===== src/rtl/pixel_sched_pkg.sv =====
// Shared types and helpers for the pixel readout scheduler.
package pixel_sched_pkg;

  typedef enum logic [2:0] {
    StIdle,
    StErase,
    StExpose,
    StConvert,
    StRead,
    StHold,
    StDone
  } state_t;

  // $clog2 that never returns 0, so a single-row array still gets a 1-bit index.
  function automatic int unsigned clog2_min1(input int unsigned n);
    return (n <= 1) ? 1 : $clog2(n);
  endfunction

  function automatic int unsigned max_u(input int unsigned a, input int unsigned b);
    return (a > b) ? a : b;
  endfunction

endpackage


===== src/rtl/pixel_readout_scheduler_if.sv =====
// Valid/ready stream carrying one captured row code and its row index.
interface pixel_readout_scheduler_if #(
  parameter int unsigned DATA_W = 8,
  parameter int unsigned ROW_W  = 1
) ();

  logic              valid;
  logic              ready;
  logic [DATA_W-1:0] data;
  logic [ROW_W-1:0]  row;

  modport master (output valid, output data, output row, input ready);
  modport slave  (input valid, input data, input row, output ready);

endinterface


===== src/rtl/pixel_phase_timer.sv =====
// Countdown timer shared by every phase: load a value, count to zero, hold at zero.
module pixel_phase_timer #(
  parameter int unsigned W = 8
) (
  input  logic         clk_i,
  input  logic         rst_ni,
  input  logic         load_i,
  input  logic [W-1:0] value_i,
  output logic         zero_o
);

  logic [W-1:0] cnt_q, cnt_d;

  // Load has priority; otherwise count down and saturate at zero.
  always_comb begin
    cnt_d = cnt_q;
    if (load_i) begin
      cnt_d = value_i;
    end else if (cnt_q != '0) begin
      cnt_d = cnt_q - W'(1);
    end
  end

  // Counter register.
  always_ff @(posedge clk_i or negedge rst_ni) begin
    if (!rst_ni) begin
      cnt_q <= '0;
    end else begin
      cnt_q <= cnt_d;
    end
  end

  assign zero_o = (cnt_q == '0);

endmodule


===== src/rtl/pixel_readout_scheduler.sv =====
// Global-shutter frame sequencer: ERASE -> EXPOSE -> CONVERT -> per-row READ/HOLD -> DONE.
// Optional feature macro: PIXEL_SCHED_TESTPATTERN_EN adds test_mode, which replaces the
// captured pixel code with {row, frame_cnt}.
module pixel_readout_scheduler
  import pixel_sched_pkg::*;
#(
  parameter int unsigned N_ROWS    = 2,
  parameter int unsigned DATA_W    = 8,
  parameter int unsigned C_ERASE   = 5,
  parameter int unsigned C_EXPOSE  = 255,
  parameter int unsigned C_CONVERT = 255,
  parameter int unsigned C_READ    = 5
) (
  input  logic              clk,
  input  logic              reset,
  input  logic              start,
  input  logic              continuous,
`ifdef PIXEL_SCHED_TESTPATTERN_EN
  input  logic              test_mode,
`endif
  output logic              erase,
  output logic              expose,
  output logic              convert,
  output logic              read,
  output logic [N_ROWS-1:0] row_sel,
  input  logic [DATA_W-1:0] pix_data,
  pixel_readout_scheduler_if.master out,
  output logic              busy,
  output logic              frame_done
);

  localparam int unsigned ROW_W = clog2_min1(N_ROWS);
  localparam int unsigned MaxC  = max_u(max_u(C_ERASE, C_EXPOSE), max_u(C_CONVERT, C_READ));
  localparam int unsigned TW    = $clog2(MaxC + 1);

  localparam logic [TW-1:0]    LdErase   = TW'(C_ERASE - 1);
  localparam logic [TW-1:0]    LdExpose  = TW'(C_EXPOSE - 1);
  localparam logic [TW-1:0]    LdConvert = TW'(C_CONVERT - 1);
  localparam logic [TW-1:0]    LdRead    = TW'(C_READ - 1);
  localparam logic [ROW_W-1:0] LastRow   = ROW_W'(N_ROWS - 1);

  // Reset: assertion reaches every flop at once, release is aligned to clk.
  logic [1:0] rst_sync_q;
  logic       rst_n;

  // Two-flop reset release synchroniser.
  always_ff @(posedge clk or negedge reset) begin
    if (!reset) begin
      rst_sync_q <= '0;
    end else begin
      rst_sync_q <= {rst_sync_q[0], 1'b1};
    end
  end

  assign rst_n = rst_sync_q[1];

  state_t            state_q, state_d;
  logic [ROW_W-1:0]  row_q, row_d;
  logic              tmr_load;
  logic [TW-1:0]     tmr_value;
  logic              tmr_zero;
  logic              capture;
  logic [DATA_W-1:0] cap_data;

  logic              erase_q, expose_q, convert_q, read_q, valid_q, busy_q, done_q;
  logic [N_ROWS-1:0] row_sel_q;
  logic [DATA_W-1:0] data_q;
  logic [ROW_W-1:0]  out_row_q;

  pixel_phase_timer #(
    .W (TW)
  ) u_timer (
    .clk_i   (clk),
    .rst_ni  (rst_n),
    .load_i  (tmr_load),
    .value_i (tmr_value),
    .zero_o  (tmr_zero)
  );

`ifdef PIXEL_SCHED_TESTPATTERN_EN
  logic [3:0]       frame_cnt_q;
  logic [ROW_W+3:0] tp_code;

  // Frame counter advances once per completed frame.
  always_ff @(posedge clk or negedge rst_n) begin
    if (!rst_n) begin
      frame_cnt_q <= '0;
    end else if (state_q == StDone) begin
      frame_cnt_q <= frame_cnt_q + 4'd1;
    end
  end

  assign tp_code  = {row_q, frame_cnt_q};
  assign cap_data = test_mode ? DATA_W'(tp_code) : pix_data;
`else
  assign cap_data = pix_data;
`endif

  // Next-state logic; the timer is reloaded on every transition into a timed phase.
  always_comb begin
    state_d   = state_q;
    row_d     = row_q;
    tmr_load  = 1'b0;
    tmr_value = '0;
    capture   = 1'b0;
    unique case (state_q)
      StIdle: begin
        if (start) begin
          state_d   = StErase;
          tmr_load  = 1'b1;
          tmr_value = LdErase;
        end
      end
      StErase: begin
        if (tmr_zero) begin
          state_d   = StExpose;
          tmr_load  = 1'b1;
          tmr_value = LdExpose;
        end
      end
      StExpose: begin
        if (tmr_zero) begin
          state_d   = StConvert;
          tmr_load  = 1'b1;
          tmr_value = LdConvert;
        end
      end
      StConvert: begin
        if (tmr_zero) begin
          state_d   = StRead;
          tmr_load  = 1'b1;
          tmr_value = LdRead;
        end
      end
      StRead: begin
        if (tmr_zero) begin
          state_d = StHold;
          capture = 1'b1;
        end
      end
      StHold: begin
        if (out.ready) begin
          if (row_q == LastRow) begin
            state_d = StDone;
          end else begin
            row_d     = row_q + ROW_W'(1);
            state_d   = StRead;
            tmr_load  = 1'b1;
            tmr_value = LdRead;
          end
        end
      end
      StDone: begin
        row_d = '0;
        if (continuous) begin
          state_d   = StErase;
          tmr_load  = 1'b1;
          tmr_value = LdErase;
        end else begin
          state_d = StIdle;
        end
      end
      default: state_d = StIdle;
    endcase
  end

  // State plus registered outputs, all decoded from the next state so they align with it.
  always_ff @(posedge clk or negedge rst_n) begin
    if (!rst_n) begin
      state_q   <= StIdle;
      row_q     <= '0;
      erase_q   <= 1'b0;
      expose_q  <= 1'b0;
      convert_q <= 1'b0;
      read_q    <= 1'b0;
      row_sel_q <= '0;
      valid_q   <= 1'b0;
      busy_q    <= 1'b0;
      done_q    <= 1'b0;
      data_q    <= '0;
      out_row_q <= '0;
    end else begin
      state_q   <= state_d;
      row_q     <= row_d;
      erase_q   <= (state_d == StErase);
      expose_q  <= (state_d == StExpose);
      convert_q <= (state_d == StConvert);
      read_q    <= (state_d == StRead);
      row_sel_q <= (state_d == StRead) ? (N_ROWS'(1) << row_d) : '0;
      valid_q   <= (state_d == StHold);
      busy_q    <= (state_d != StIdle);
      done_q    <= (state_d == StDone);
      if (capture) begin
        data_q    <= cap_data;
        out_row_q <= row_q;
      end
    end
  end

  assign erase      = erase_q;
  assign expose     = expose_q;
  assign convert    = convert_q;
  assign read       = read_q;
  assign row_sel    = row_sel_q;
  assign busy       = busy_q;
  assign frame_done = done_q;
  assign out.valid  = valid_q;
  assign out.data   = data_q;
  assign out.row    = out_row_q;

endmodule

===== src/flat_wrapper.sv =====
// flat-port wrapper written by rule: the top's interface ports become plain ports
module pixel_readout_scheduler_flat import pixel_sched_pkg::*;
#(
  parameter int unsigned N_ROWS    = 2,
  parameter int unsigned DATA_W    = 8,
  parameter int unsigned C_ERASE   = 5,
  parameter int unsigned C_EXPOSE  = 255,
  parameter int unsigned C_CONVERT = 255,
  parameter int unsigned C_READ    = 5
)
  (clk, reset, start, continuous, erase, expose, convert, read, row_sel, pix_data, busy, frame_done, out_valid, out_data, out_row, out_ready);
  pixel_readout_scheduler_if #(.DATA_W(DATA_W)) out_i ();
  input  logic clk;
  input  logic reset;
  input  logic start;
  input  logic continuous;
  output logic erase;
  output logic expose;
  output logic convert;
  output logic read;
  output logic [N_ROWS-1:0] row_sel;
  input  logic [DATA_W-1:0] pix_data;
  output logic busy;
  output logic frame_done;
  output wire logic [$bits(out_i.valid)-1:0] out_valid;
  output wire logic [$bits(out_i.data)-1:0] out_data;
  output wire logic [$bits(out_i.row)-1:0] out_row;
  input wire logic [$bits(out_i.ready)-1:0] out_ready;
  assign out_valid = out_i.valid;
  assign out_data = out_i.data;
  assign out_row = out_i.row;
  assign out_i.ready = out_ready;
  pixel_readout_scheduler #(.N_ROWS(N_ROWS), .DATA_W(DATA_W), .C_ERASE(C_ERASE), .C_EXPOSE(C_EXPOSE), .C_CONVERT(C_CONVERT), .C_READ(C_READ)) u_core (.clk(clk), .reset(reset), .start(start), .continuous(continuous), .erase(erase), .expose(expose), .convert(convert), .read(read), .row_sel(row_sel), .pix_data(pix_data), .out(out_i), .busy(busy), .frame_done(frame_done));
endmodule

===== config.mk =====
export PLATFORM = sky130hd
export DESIGN_NAME = pixel_readout_scheduler_flat
export DESIGN_NICKNAME = d
export VERILOG_FILES = /design/src/rtl/pixel_sched_pkg.sv /design/src/rtl/pixel_readout_scheduler_if.sv /design/src/rtl/pixel_phase_timer.sv /design/src/rtl/pixel_readout_scheduler.sv /design/src/flat_wrapper.sv
export SDC_FILE = /design/constraint.sdc
export NUM_CORES = 1
export LEC_CHECK = 0
export ABC_CLOCK_PERIOD_IN_PS = 1000
export BUFFER_PORTS_ARGS = -buffer_cell sky130_fd_sc_hd__buf_4
export CAP_MARGIN = 30
export CORE_UTILIZATION = 45
export DETAILED_ROUTE_END_ITERATION = 8
export HOLD_SLACK_MARGIN = 0.03
export PLACE_DENSITY = 0.72
export SKIP_CTS_REPAIR_TIMING = 1
export SLEW_MARGIN = 30
export SYNTH_ARGS = -nofsm -noshare
export SYNTH_HDL_FRONTEND = slang
export SYNTH_SLANG_ARGS = --single-unit

===== constraint.sdc =====
create_clock -name clk -period 1 [get_ports clk]
set_clock_uncertainty 0.15 [all_clocks]
set_input_delay 0.15 -clock clk [delete_from_list [all_inputs] [get_ports clk]]
set_output_delay 0.15 -clock clk [all_outputs]
set_load 0.01 [all_outputs]

==> run summary <==
Slew Viols, Final - 0
Leakage power - 1.19 nW
Pre-CTS setup slack - -1010 ps
Post-synth EDFFs - 0
CTS tree - built
Worst path slowest cell - or4b_4
Synthesized cell area - 1560 µm²
Final Cell Area - 2640 µm²
Post-synthesis sequential area ratio - 51.4%
Rows - 20
Vias in the first global route - 1,291
FILL cells - 164
Critical path data arrival time - 2170 ps
Most used DFF post-synth - dfrtp_1
Commonest non-fill, non-tap cell in the layout - buf_4
Syn nets - 155
Setup crit start kind - register
Root Buffer - clkbuf_4
Gr ovfl total - 0
Final Cycle Share - 203%
Die ar. - 3700 µm²
Mux cell area share after synthesis - 9.57%
Worst hold slack - 56.0 ps
Largest net degree at the start of global routing - 31
Adder-cell area share of the yosys netlist - 0.804%
Peak Freq - 491 MHz
Worst min path class - register to asynchronous set/reset pin
Simple-gate share of the synthesized area - 19.1%
Final Hold Fails - 0
Vias per std cell - 5.36
Clock sink count - 32
Most frequent cells in the layout - 44 x buf_4, 31 x dfrtp_1, 28 x buf_6
Ports - 31
Routed vias - 1,457
Port Buffers - 30
Fin nets - 241
Initial antenna violation count - 0
Dpl hpwl - 2.69 mm
Final Critical Period - 2030 ps
CP peak stage delay - 510 ps
RSZ-0062 raised after global routing - true
CP Cell Sequence - inv_2 > ha_4 > or4b_4 > o21ai_2 > o31a_1 > and4b_1
Dpl cell area - 2120 µm²
GRT Util Overall - 21.7%
Worst-path clk slew - 100 ps
Synth area leader - dfrtp_1
Total wire length - 4.78 mm
Max-cap violations - 0
PD cells - 946 nW/µm²
# DRC - 0
Synth async-reset ratio - 100%
Die Ht - 60.8 µm
Clock buffer depth - 2
Post-Synth XOR/XNOR Area - 3.94%
Post-route core utilization - 82.9%
Setup TNS - -28,860 ps
Chip Width - 60.8 µm
Failing checks - setup timing
Core area - 3180 µm²
Synth top area cells - dfrtp_1 51%, mux2_2 5.1%, o21ai_0 4.2%, a21oi_1 2.6%, mux2i_1 2.6%
Post-synthesis compound-gate area fraction - 11.8%
Post-synthesis register bit count - 32
WS Path Type - register to register
Yosys warning total - 0
Post-synthesis cell count - 141
DRT Pass-1 Iters - 4
GPL Wtd Cong - 0.920
ANT cells - 0
Max IR drop VDD - 0.843 mV
Worst-Skew Late Latency - 340 ps
Element type at the critical path end - register
Synth top area share - 51.4%
Synthesized area per cell - 11.0 µm²
Post-synthesis cell type count - 39
Fraction of layout cells with a size suffix above 1 - 52.2%
Routed length per instance - 17.6 µm
Initial Utilization - 49.0%
Final worst slack - -1030 ps
Largest family of logic cells by synthesized area - simple AND/OR/NAND/NOR gates
Required time worst endpoint - 1140 ps
Post-route ant nets - 0
Layout area overhead - 69.3%
Final setup viols - 48
Status - finished, violations left
Critical-path maximum fanout - 4
First-pass GRT wire length - 5.66 mm
H-tree levels - 2
Drt first-iter violations - 39
CTS buffer count - 5
## cell families after synthesis
| kind of cell | Yosys count |
|---|---|
| buf+inv | 12 |
| compound gates | 32 |
| simple gates | 43 |
| fa+ha+maj | 1 |
| flops | 32 |
| xor+xnor | 7 |
| other cells | 1 |
| mux | 13 |
## routing by layer
metal | vias to the layer above | GRT usage, % | wire (µm)
li1 | 680 | - | -
met1 | 691 | 24.6 | 1810
met2 | 68 | 37.5 | 2510
met3 | 18 | 6.40 | 261
met4 | 0 | 10.1 | 200
met5 | - | 0 | 0
## per-stage QoR
stage          total power [mW]  instances
2_1_floorplan              1.39        141
3_3_place_gp               1.48        245
3_5_place_dp               1.49        245
4_1_cts                    2.43        253
5_1_grt                    2.57        272
6_report                   2.49        272
## sequential cells by signal (all words and copies together), names as in the netlist
| register | cells |
|---|---|
| u_core.state_q | 3 |
| u_core.erase | 1 |
| u_core.u_timer.cnt_q | 8 |
| u_core.read | 1 |
| u_core.out.row | 1 |
| u_core.frame_done | 1 |
| u_core.expose | 1 |
| u_core.row_sel | 2 |
| u_core.row_q | 1 |
| u_core.rst_sync_q | 2 |
| u_core.out.data | 8 |
| u_core.busy | 1 |
| u_core.convert | 1 |
| u_core.out.valid | 1 |
## Yosys cell counts, drive strengths merged, types with 2 or more instances
library cell	instances
o21ai	14
nand2	7
mux2	9
buf	3
xor2	3
nor2b	6
xnor2	4
dfrtp	32
nor3b	2
clkbuf	4
nor2	6
nand4	2
a211o	2
a21oi	8
nor3	4
inv	5
mux2i	4
a31oi	4
nor4b	2
or3	2
nand3	4
## critical path, delay by kind of cell (launching register included)
kind	cells	cell delay, ps
adder cells (fa/ha/maj)	1	130
AO/OA/AOI/OAI	2	480
flip-flops	1	400
AND/OR/NAND/NOR	2	730
buffers and inverters	1	80
## worst paths after layout
| kind | from | endpoint | slack [ps] | depth (start not counted) |
|---|---|---|---|---|
| max | u_core.u_timer.cnt_q[0] | u_core.row_sel[1] | -1030 | 6 |
| min | u_core.rst_sync_q[1] | u_core.u_timer.cnt_q[4] | 60 | 1 |
| max reg2reg | u_core.u_timer.cnt_q[0] | u_core.row_sel[1] | -1030 | 6 |
| min reg2reg | u_core.rst_sync_q[1] | u_core.u_timer.cnt_q[4] | 60 | 1 |
| max in group asynchronous | reset | u_core.rst_sync_q[1] | 50 | 3 |
| min in group clk | out_ready | u_core.row_q | 190 | 4 |
## report_power, final
group	switching [mW]	internal, mW
logic	0.0684	0.125
clock network	0.447	0.524
registers	0.0137	1.31
## final cells by class
| cell class | count | area, µm² | area share, % |
|---|---|---|---|
| clock buffer | 6 | 41.3 | 1.57 |
| clock inverter | 2 | 35.0 | 1.33 |
| inverter | 5 | 18.8 | 0.712 |
| multi-input combinational | 98 | 887 | 33.7 |
| sequential | 32 | 802 | 30.4 |
| tap | 44 | 55.1 | 2.09 |
| timing repair buffer | 85 | 796 | 30.2 |
Power figures use the tool's default switching activity.
